**config.mk**
```make
export PLATFORM = sky130hd
export DESIGN_NAME = uart_rx
export DESIGN_NICKNAME = d
export VERILOG_FILES = /design/src/rtl/uart_rx_pkg.sv /design/src/rtl/uart_rx_sync.sv /design/src/rtl/uart_rx.sv
export SDC_FILE = /design/constraint.sdc
export NUM_CORES = 1
export LEC_CHECK = 0
export ABC_AREA = 1
export CORE_UTILIZATION = 45
export CTS_BUF_LIST = sky130_fd_sc_hd__clkbuf_8 sky130_fd_sc_hd__clkbuf_16
export DETAILED_ROUTE_END_ITERATION = 7
export PLACE_DENSITY = 0.65
export SYNTH_ARGS = -nofsm -noshare
export SYNTH_HDL_FRONTEND = slang
export SYNTH_SLANG_ARGS = --single-unit
```
**constraint.sdc**
```tcl
create_clock -name clk -period 3.5 [get_ports clk]
set_input_delay 0.7 -clock clk [delete_from_list [all_inputs] [get_ports clk]]
set_output_delay 0.7 -clock clk [all_outputs]
set_load 0.05 [all_outputs]
```
**src/rtl/uart_rx_pkg.sv**
```systemverilog
// Shared definitions for the UART receiver: FSM state encodings, synchronizer
// depth, default oversampling ratio and a width helper for counters.
package uart_rx_pkg;

    typedef enum logic [2:0] {
        RX_IDLE   = 3'd0,
        RX_START  = 3'd1,
        RX_DATA   = 3'd2,
        RX_PARITY = 3'd3,
        RX_STOP   = 3'd4,
        RX_BREAK  = 3'd5
    } rx_state_e;

    localparam int NUMBER_OF_RX_SYNCHRONIZERS = 3;
    localparam int DEFAULT_CLOCKS_PER_BIT     = 8;

    // Counter width that never collapses to zero bits for tiny ranges.
    function automatic int counter_width(input int range_value);
        return (range_value > 1) ? $clog2(range_value) : 1;
    endfunction

endpackage

```
**src/rtl/uart_rx_sync.sv**
```systemverilog
// N-flop synchronizer for the asynchronous serial line. Resets to 1 so the
// receiver sees an idle (high) line while and right after reset.
module uart_rx_sync
    import uart_rx_pkg::*;
#(
    parameter int STAGES = NUMBER_OF_RX_SYNCHRONIZERS
) (
    input  logic clk,
    input  logic reset,
    input  logic d,
    output logic q
);

    logic [STAGES-1:0] sync_r;

    // Shift the raw line through the flop chain; idle level on reset.
    always_ff @(posedge clk or negedge reset) begin
        if (!reset) begin
            sync_r <= {STAGES{1'b1}};
        end else begin
            sync_r <= {sync_r[STAGES-2:0], d};
        end
    end

    assign q = sync_r[STAGES-1];

endmodule

```
**src/rtl/uart_rx.sv**
```systemverilog
// UART receiver (8N1/8E1/8O1 style): synchronizes serial_in, finds the start
// edge, samples every bit in its middle and reports one byte per frame with
// parity and framing status as single-cycle pulses.
// Optional feature macro: UART_RX_BREAK_DETECT_EN adds the break_detect output
// and a BREAK state that waits for the line to return high.
module uart_rx
    import uart_rx_pkg::*;
#(
    parameter int INPUT_DATA_WIDTH = 8,
    parameter int PARITY_ENABLED   = 1,
    parameter int PARITY_TYPE      = 0,
    parameter int CLOCKS_PER_BIT   = DEFAULT_CLOCKS_PER_BIT
) (
    input  logic                        clk,
    input  logic                        reset,
    input  logic                        serial_in,
    output logic [INPUT_DATA_WIDTH-1:0] received_data,
    output logic                        data_is_valid,
    output logic                        rx_error,
    output logic                        framing_error,
    output logic                        rx_busy
`ifdef UART_RX_BREAK_DETECT_EN
    ,
    output logic                        break_detect
`endif
);

    localparam int TW = counter_width(CLOCKS_PER_BIT);
    localparam int BW = counter_width(INPUT_DATA_WIDTH);

    localparam logic [TW-1:0] TICK_ZERO = {TW{1'b0}};
    localparam logic [TW-1:0] TICK_ONE  = TW'(1);
    localparam logic [TW-1:0] TICK_MID  = TW'(CLOCKS_PER_BIT / 2 - 1);
    localparam logic [TW-1:0] TICK_END  = TW'(CLOCKS_PER_BIT - 1);
    localparam logic [BW-1:0] BIT_ZERO  = {BW{1'b0}};
    localparam logic [BW-1:0] BIT_ONE   = BW'(1);
    localparam logic [BW-1:0] BIT_LAST  = BW'(INPUT_DATA_WIDTH - 1);
    localparam logic PARITY_ON  = (PARITY_ENABLED != 0) ? 1'b1 : 1'b0;
    localparam logic PARITY_ODD = (PARITY_TYPE != 0) ? 1'b1 : 1'b0;

    // High when the received parity bit disagrees with the configured parity.
    function automatic logic parity_mismatch(input logic [INPUT_DATA_WIDTH-1:0] data,
                                             input logic parity_bit);
        return parity_bit ^ (^data) ^ PARITY_ODD;
    endfunction

    logic                        rxd_s;
    rx_state_e                   state_r, state_s;
    logic [TW-1:0]               tick_r, tick_s;
    logic [BW-1:0]               bit_idx_r, bit_idx_s;
    logic [INPUT_DATA_WIDTH-1:0] shift_r, shift_s;
    logic                        perr_r, perr_s;
    logic [INPUT_DATA_WIDTH-1:0] data_r, data_s;
    logic                        valid_r, valid_s;
    logic                        rxerr_r, rxerr_s;
    logic                        ferr_r, ferr_s;
    logic                        busy_r, busy_s;
`ifdef UART_RX_BREAK_DETECT_EN
    logic                        par_bit_r, par_bit_s;
    logic                        brk_r, brk_s;
`endif

    uart_rx_sync #(
        .STAGES(NUMBER_OF_RX_SYNCHRONIZERS)
    ) u_sync (
        .clk  (clk),
        .reset(reset),
        .d    (serial_in),
        .q    (rxd_s)
    );

    // Next-state, datapath and output-pulse decisions for the receive FSM.
    always_comb begin
        state_s   = state_r;
        tick_s    = tick_r;
        bit_idx_s = bit_idx_r;
        shift_s   = shift_r;
        perr_s    = perr_r;
        data_s    = data_r;
        valid_s   = 1'b0;
        rxerr_s   = 1'b0;
        ferr_s    = 1'b0;
`ifdef UART_RX_BREAK_DETECT_EN
        par_bit_s = par_bit_r;
        brk_s     = 1'b0;
`endif
        case (state_r)
            RX_IDLE: begin
                if (rxd_s == 1'b0) begin
                    state_s = RX_START;
                    tick_s  = TICK_ZERO;
                    perr_s  = 1'b0;
`ifdef UART_RX_BREAK_DETECT_EN
                    par_bit_s = 1'b0;
`endif
                end else begin
                    state_s = RX_IDLE;
                end
            end
            RX_START: begin
                if (tick_r == TICK_MID) begin
                    tick_s = TICK_ZERO;
                    if (rxd_s == 1'b1) begin
                        // Line went back high before mid-start: glitch.
                        state_s = RX_IDLE;
                    end else begin
                        state_s   = RX_DATA;
                        bit_idx_s = BIT_ZERO;
                    end
                end else begin
                    tick_s = tick_r + TICK_ONE;
                end
            end
            RX_DATA: begin
                if (tick_r == TICK_END) begin
                    tick_s  = TICK_ZERO;
                    shift_s = {rxd_s, shift_r[INPUT_DATA_WIDTH-1:1]};
                    if (bit_idx_r == BIT_LAST) begin
                        bit_idx_s = BIT_ZERO;
                        state_s   = PARITY_ON ? RX_PARITY : RX_STOP;
                    end else begin
                        bit_idx_s = bit_idx_r + BIT_ONE;
                    end
                end else begin
                    tick_s = tick_r + TICK_ONE;
                end
            end
            RX_PARITY: begin
                if (tick_r == TICK_END) begin
                    tick_s  = TICK_ZERO;
                    perr_s  = parity_mismatch(shift_r, rxd_s);
                    state_s = RX_STOP;
`ifdef UART_RX_BREAK_DETECT_EN
                    par_bit_s = rxd_s;
`endif
                end else begin
                    tick_s = tick_r + TICK_ONE;
                end
            end
            RX_STOP: begin
                if (tick_r == TICK_END) begin
                    tick_s = TICK_ZERO;
                    if (rxd_s == 1'b1) begin
                        valid_s = 1'b1;
                        rxerr_s = perr_r;
                        data_s  = shift_r;
                        state_s = RX_IDLE;
                    end else begin
`ifdef UART_RX_BREAK_DETECT_EN
                        if ((shift_r == {INPUT_DATA_WIDTH{1'b0}}) && (par_bit_r == 1'b0)) begin
                            brk_s   = 1'b1;
                            state_s = RX_BREAK;
                        end else begin
                            ferr_s  = 1'b1;
                            state_s = RX_IDLE;
                        end
`else
                        ferr_s  = 1'b1;
                        state_s = RX_IDLE;
`endif
                    end
                end else begin
                    tick_s = tick_r + TICK_ONE;
                end
            end
`ifdef UART_RX_BREAK_DETECT_EN
            RX_BREAK: begin
                if (rxd_s == 1'b1) begin
                    state_s = RX_IDLE;
                end else begin
                    state_s = RX_BREAK;
                end
            end
`endif
            default: begin
                state_s   = RX_IDLE;
                tick_s    = TICK_ZERO;
                bit_idx_s = BIT_ZERO;
            end
        endcase
        busy_s = (state_s != RX_IDLE);
    end

    // State, counters, shift register and registered outputs.
    always_ff @(posedge clk or negedge reset) begin
        if (!reset) begin
            state_r   <= RX_IDLE;
            tick_r    <= TICK_ZERO;
            bit_idx_r <= BIT_ZERO;
            shift_r   <= {INPUT_DATA_WIDTH{1'b0}};
            perr_r    <= 1'b0;
            data_r    <= {INPUT_DATA_WIDTH{1'b0}};
            valid_r   <= 1'b0;
            rxerr_r   <= 1'b0;
            ferr_r    <= 1'b0;
            busy_r    <= 1'b0;
`ifdef UART_RX_BREAK_DETECT_EN
            par_bit_r <= 1'b0;
            brk_r     <= 1'b0;
`endif
        end else begin
            state_r   <= state_s;
            tick_r    <= tick_s;
            bit_idx_r <= bit_idx_s;
            shift_r   <= shift_s;
            perr_r    <= perr_s;
            data_r    <= data_s;
            valid_r   <= valid_s;
            rxerr_r   <= rxerr_s;
            ferr_r    <= ferr_s;
            busy_r    <= busy_s;
`ifdef UART_RX_BREAK_DETECT_EN
            par_bit_r <= par_bit_s;
            brk_r     <= brk_s;
`endif
        end
    end

    assign received_data = data_r;
    assign data_is_valid = valid_r;
    assign rx_error      = rxerr_r;
    assign framing_error = ferr_r;
    assign rx_busy       = busy_r;
`ifdef UART_RX_BREAK_DETECT_EN
    assign break_detect  = brk_r;
`endif

endmodule
```
### Yosys cells after proc, flatten, opt, wreduce, memory -nomap -nowiden

Index checks and enable logic that the tools add are counted.

* register bits: 33
* input bits: 3
* output and inout bits: 12
* word-level logic and storage cells: 64

* $add $sub $neg: 2
* eq/ne operators: 12
* mux-type cells: 27
* bitwise gates (word level): 2
* reduce and logical (&&, ||, !) cells: 10

Operator list (count)
* $mux 3: 11
* $pmux 3 s3: 2
* $pmux 3 s5: 1
* $mux 1: 11
* $ne 2x2->1 const B: 5
* $eq 3x2->1 const B: 3
* $eq 3x3->1 const B: 3
* $reduce_xor 8->1: 1
* $add 3x1->3 const B: 2
* $reduce_or 3->1: 2
* $reduce_and 2->1: 2
* $reduce_and 4->1: 1
* $eq 3x1->1 const B: 1
* $logic_not 3->1: 1
* $reduce_and 3->1: 1
* $reduce_bool 3->1: 1
* $mux 2: 1
* $pmux 1 s2: 1
* $reduce_bool 2->1: 1
* $not 1->1: 1
* $xor 1x1->1: 1

### Logic depth before layout (Yosys ltp)

* depth after elaboration: 5
* gate-level depth with buffers: 10
* gate-level depth less buffers: 10

### Modules after synthesis

A second synthesis with hierarchy kept.

* cell total of the unflattened synthesis: 184
* area total of the unflattened synthesis: 1637.8 sq um

Modules (own cells, without submodules)
* uart_rx: instances 1, cells an instance 181, area each 1559.0 sq um, sequential area each 750.7 sq um
* uart_rx_sync: instances 1, cells an instance 3, area each 78.8 sq um, sequential area each 78.8 sq um

### Worst setup path after synthesis

Ideal clock, no wire load.

* kind: reg2reg
* from: register tick_r[0]
* to: register busy_r (netlist: rx_busy)
* library setup time: 0.119 ns
* arrival time: 1.343 ns
* required time: 3.381 ns
* slack: 2.038 ns
* stages on the path, launching flop included: 8
* buffers on the path: 0
* clock period less this slack: 1.462 ns
* cell sequence: dfrtp_1 -> ha_1 -> ha_1 -> nand2_1 -> o21ai_0 -> a211o_1 -> nor2_1 -> nand2_1

* word-level cells in the longest chain between the ends: 4
* elaborated cells between the ends (all ways): 8
* classes of those cells: 2 x eq/ne; 5 x mux; 1 x reduce/logical

RTL lines
* from (decl): line uart_rx.sv:49 `logic [TW-1:0] tick_r, tick_s;`
* from (signal assigned): line uart_rx.sv:203 `tick_r <= tick_s;`
* $eq 3x3->1 or $eq 3x2->1 (tied branches)
* $mux 3, on equally long branches
* $pmux 3 s5 (*): line uart_rx.sv:87 `case (state_r)`
* named net state_s[1]: line uart_rx.sv:48 `rx_state_e state_r, state_s;`
* $reduce_bool 3->1 (*): line uart_rx.sv:181 `busy_s = (state_s != RX_IDLE);`
* named net busy_s: line uart_rx.sv:57 `logic busy_r, busy_s;`
* to (signal assigned): line uart_rx.sv:211 `busy_r <= busy_s;`
* to (decl): line uart_rx.sv:57

Mark *: on every way through the listed nets, which the timed path passes. The rest lies on a longest branch.
A chain may end at the register's enable or synchronous reset.

### Worst setup path after layout

* from: register data_r[0] (netlist: received_data[0])
* to: output port received_data[0]

RTL lines
* from (decl): line uart_rx.sv:53 `logic [INPUT_DATA_WIDTH-1:0] data_r, data_s;`
* from (signal assigned): line uart_rx.sv:192 `data_r <= {INPUT_DATA_WIDTH{1'b0}};`
* from (signal assigned): line uart_rx.sv:207 `data_r <= data_s;`
* to (decl): line uart_rx.sv:17 `output logic [INPUT_DATA_WIDTH-1:0] received_data,`

No word-level cell between the ends.

==> results.txt <==
outcome = finished clean
Yosys cell types = 27
RSZ-0062 raised after global routing = false
Layout Cells excl Fill = 252
delay of the slowest critical-path stage = 0.81 ns
yosys warns = 0
HP Class = reg2reg
Fmax = 0.466 GHz
cell family with most CP delay = buffers and inverters
Pins Over Slew Limit = 0
post-route antenna net violation count = 0
Area Overhead vs Synth = 17.4%
die area = 3810 µm²
critical path endpoint category = primary output
pin count of the biggest net entering global routing = 34
global-route wire length before repair = 5110 µm
CTS Sinks = 33
post-CTS sizing = 0
CTS Root Cell = clkbuf_8
pwr dens = 633 nW/µm²
global route overflow = 0
drt wl/cell = 11.5 µm
number of port buffers = 14
Detail Placement HPWL = 2130 µm
Primary FF master, synth = dfrtp_1
Post-Route WL = 2900 µm
Post-route DRC = 0
share of the synthesized area in the top cell type = 46.8%
worst slew pin tran = 0.508 ns
number of synthesized register bits = 33
slowest CP cell = clkdlybuf4s50_1
final setup violation count = 0
Final Hold Vio Count = 0
CTS tree = built
Boundary Pins = 15
post-synth net total = 195
Detailed Routing Iterations Pass 1 = 4
placed cell count = 244
leakage power = 0.000915 µW
worst-path maximum fanout = 2
crit path time final = 2.15 ns
Post-CTS Setup Bufs = 0
core area = 3390 µm²
Fillers = 328
vias = 1,247
CP Cell Sequence = clkdlybuf4s50_1
asr flop ratio synth = 100%
Crit path arrival time = 1.45 ns
peak supply drop = 0.375 mV
Netlist Area Pre-Place = 1610 µm²
TritonCTS buffer count = 5
CTS max path bufs = 2
kind of critical path = reg2out
setup slack after layout = 1.35 ns
DRT iter0 DRCs = 37
initial antenna violation count = 0
setup slack at placement = 1.66 ns
sequential area share after synthesis = 51.7%
max-capacitance violation count = 0
Worst EP required = 2.80 ns
Buffers & Inverters on Critical Path = 1
die width = 61.7 µm
via/cell ratio = 4.95
ANT cells = 0
share of the clock period used by the worst path = 61.4%
Clk Latency, worst-skew pair = 0.29 ns
row count = 21
hold buffer count at cts = 0
critical path launch point type = register
Die Y-Extent = 61.7 µm
Final nets = 215
GRT Overall Usage = 19.1%
Synth area leader = dfrtp_1
vias in the first global route = 1,210
# H-tree levels = 2
Post-synth EDFFs = 0
top cells by area, synth = dfrtp_1 (47%), nand2_1 (16%), o21ai_0 (5.9%), ha_1 (5.5%), dfstp_2 (4.9%)
clock-pin slew on the worst setup and hold paths = 0.07 ns
Initial Util = 47.4%
Worst Clk Skew = 0.00802 ns
Final TNS setup = 0 ns
average size of a mapped cell = 8.68 µm²
Cells after Synth = 185
Final GP Congestion = 0.863
Slew HR = 66.0%
fraction of layout cells with a size suffix above 1 = 11.2%
## cell type report
class / instances / area [µm²] / share of cell area (%)
Clock buffer: 6 / 82.6 / 4.38
Clock inverter: 2 / 7.51 / 0.398
Inverter: 21 / 78.8 / 4.18
Multi-Input combinational cell: 129 / 681 / 36.1
Sequential cell: 33 / 830 / 44.0
Tap cell: 46 / 57.6 / 3.05
Timing Repair Buffer: 15 / 148 / 7.84
## cell usage after synthesis, drive strengths merged, types with 2 or more instances
library cell and n:
nand2 69, dfrtp 30, o21ai 22, nand3 5, nand4 2, nor2 12
buf 2, inv 21, ha 7, nor3 5, dfstp 3
## path summary, 6_finish.rpt
kind	from	endpoint	slack, ns	cells after the start
setup / recovery	received_data[0]	received_data[0]	1.35	1
hold / removal	u_sync.sync_r[0]	u_sync.sync_r[1]	0.36	0
setup reg to reg	tick_r[0]	rx_busy	1.91	7
hold reg to reg	u_sync.sync_r[0]	u_sync.sync_r[1]	0.36	0
max in group asynchronous	reset	u_sync.sync_r[0]	2.35	2
min in group asynchronous	reset	received_data[3]	0.81	2
## cell usage in the layout (no fill, tap or decap), drive strengths merged
cell type,count
a211o,1
o211ai,1
ha,7
nand3,5
inv,23
buf,1
dfrtp,30
o21a,1
nor2,12
nand2,69
clkbuf,6
o31ai,1
nand4,2
o311ai,1
a221oi,1
a21oi,1
nor3,5
o21ai,22
clkdlybuf4s50,14
dfstp,3
## metal layers
metal | wire length [µm] | share of wire, % | GRT usage (%)
met1 | 1200 | 41 | 20.7
met2 | 1540 | 53 | 33.0
met3 | 105 | 3.6 | 6.63
met4 | 57 | 2.0 | 9.84
met5 | 0 | 0 | 0
## kinds of logic (layout without fill, tap and decap cells)
kind of cell,Yosys count,in the layout,synth area share (%)
adder cells (fa/ha/maj),7,7,5.46
flip-flops,33,33,51.7
buffers and inverters,23,44,5.92
AO/OA/AOI/OAI,29,29,10.8
AND/OR/NAND/NOR,93,93,26.1
## report_power, final
part / total [µW] / leakage [µW] / switching (µW) / internal (µW)
sequential: 497 / 0.000436 / 55.4 / 442
clock: 284 / 0.0000538 / 130 / 154
combinational: 412 / 0.000426 / 263 / 149
## through the flow
| step | power (µW) | hold WS (ns) | cell area, µm² | util (%) |
|---|---|---|---|---|
| 6_report | 1190 | 0.356 | 1880 | 55.6 |
| 5_1_grt | 1300 | 0.359 | 1880 | 55.6 |
| 4_1_cts | 1210 | 0.358 | 1880 | 55.6 |
| 3_5_place_dp | 917 | 0.349 | 1790 | 52.9 |
| 3_3_place_gp | 897 | 0.347 | 1790 | 52.9 |
| 2_1_floorplan | 823 | 0.345 | 1610 | - |
## registers in the layout, indices dropped and copies added, names as in the netlist
register       flops
u_sync.sync_r      3
state_r            3
tick_r             3
received_data      8
rx_error           1
data_is_valid      1
rx_busy            1
bit_idx_r          3
perr_r             1
framing_error      1
shift_r            8
Power figures use the tool's default switching activity.
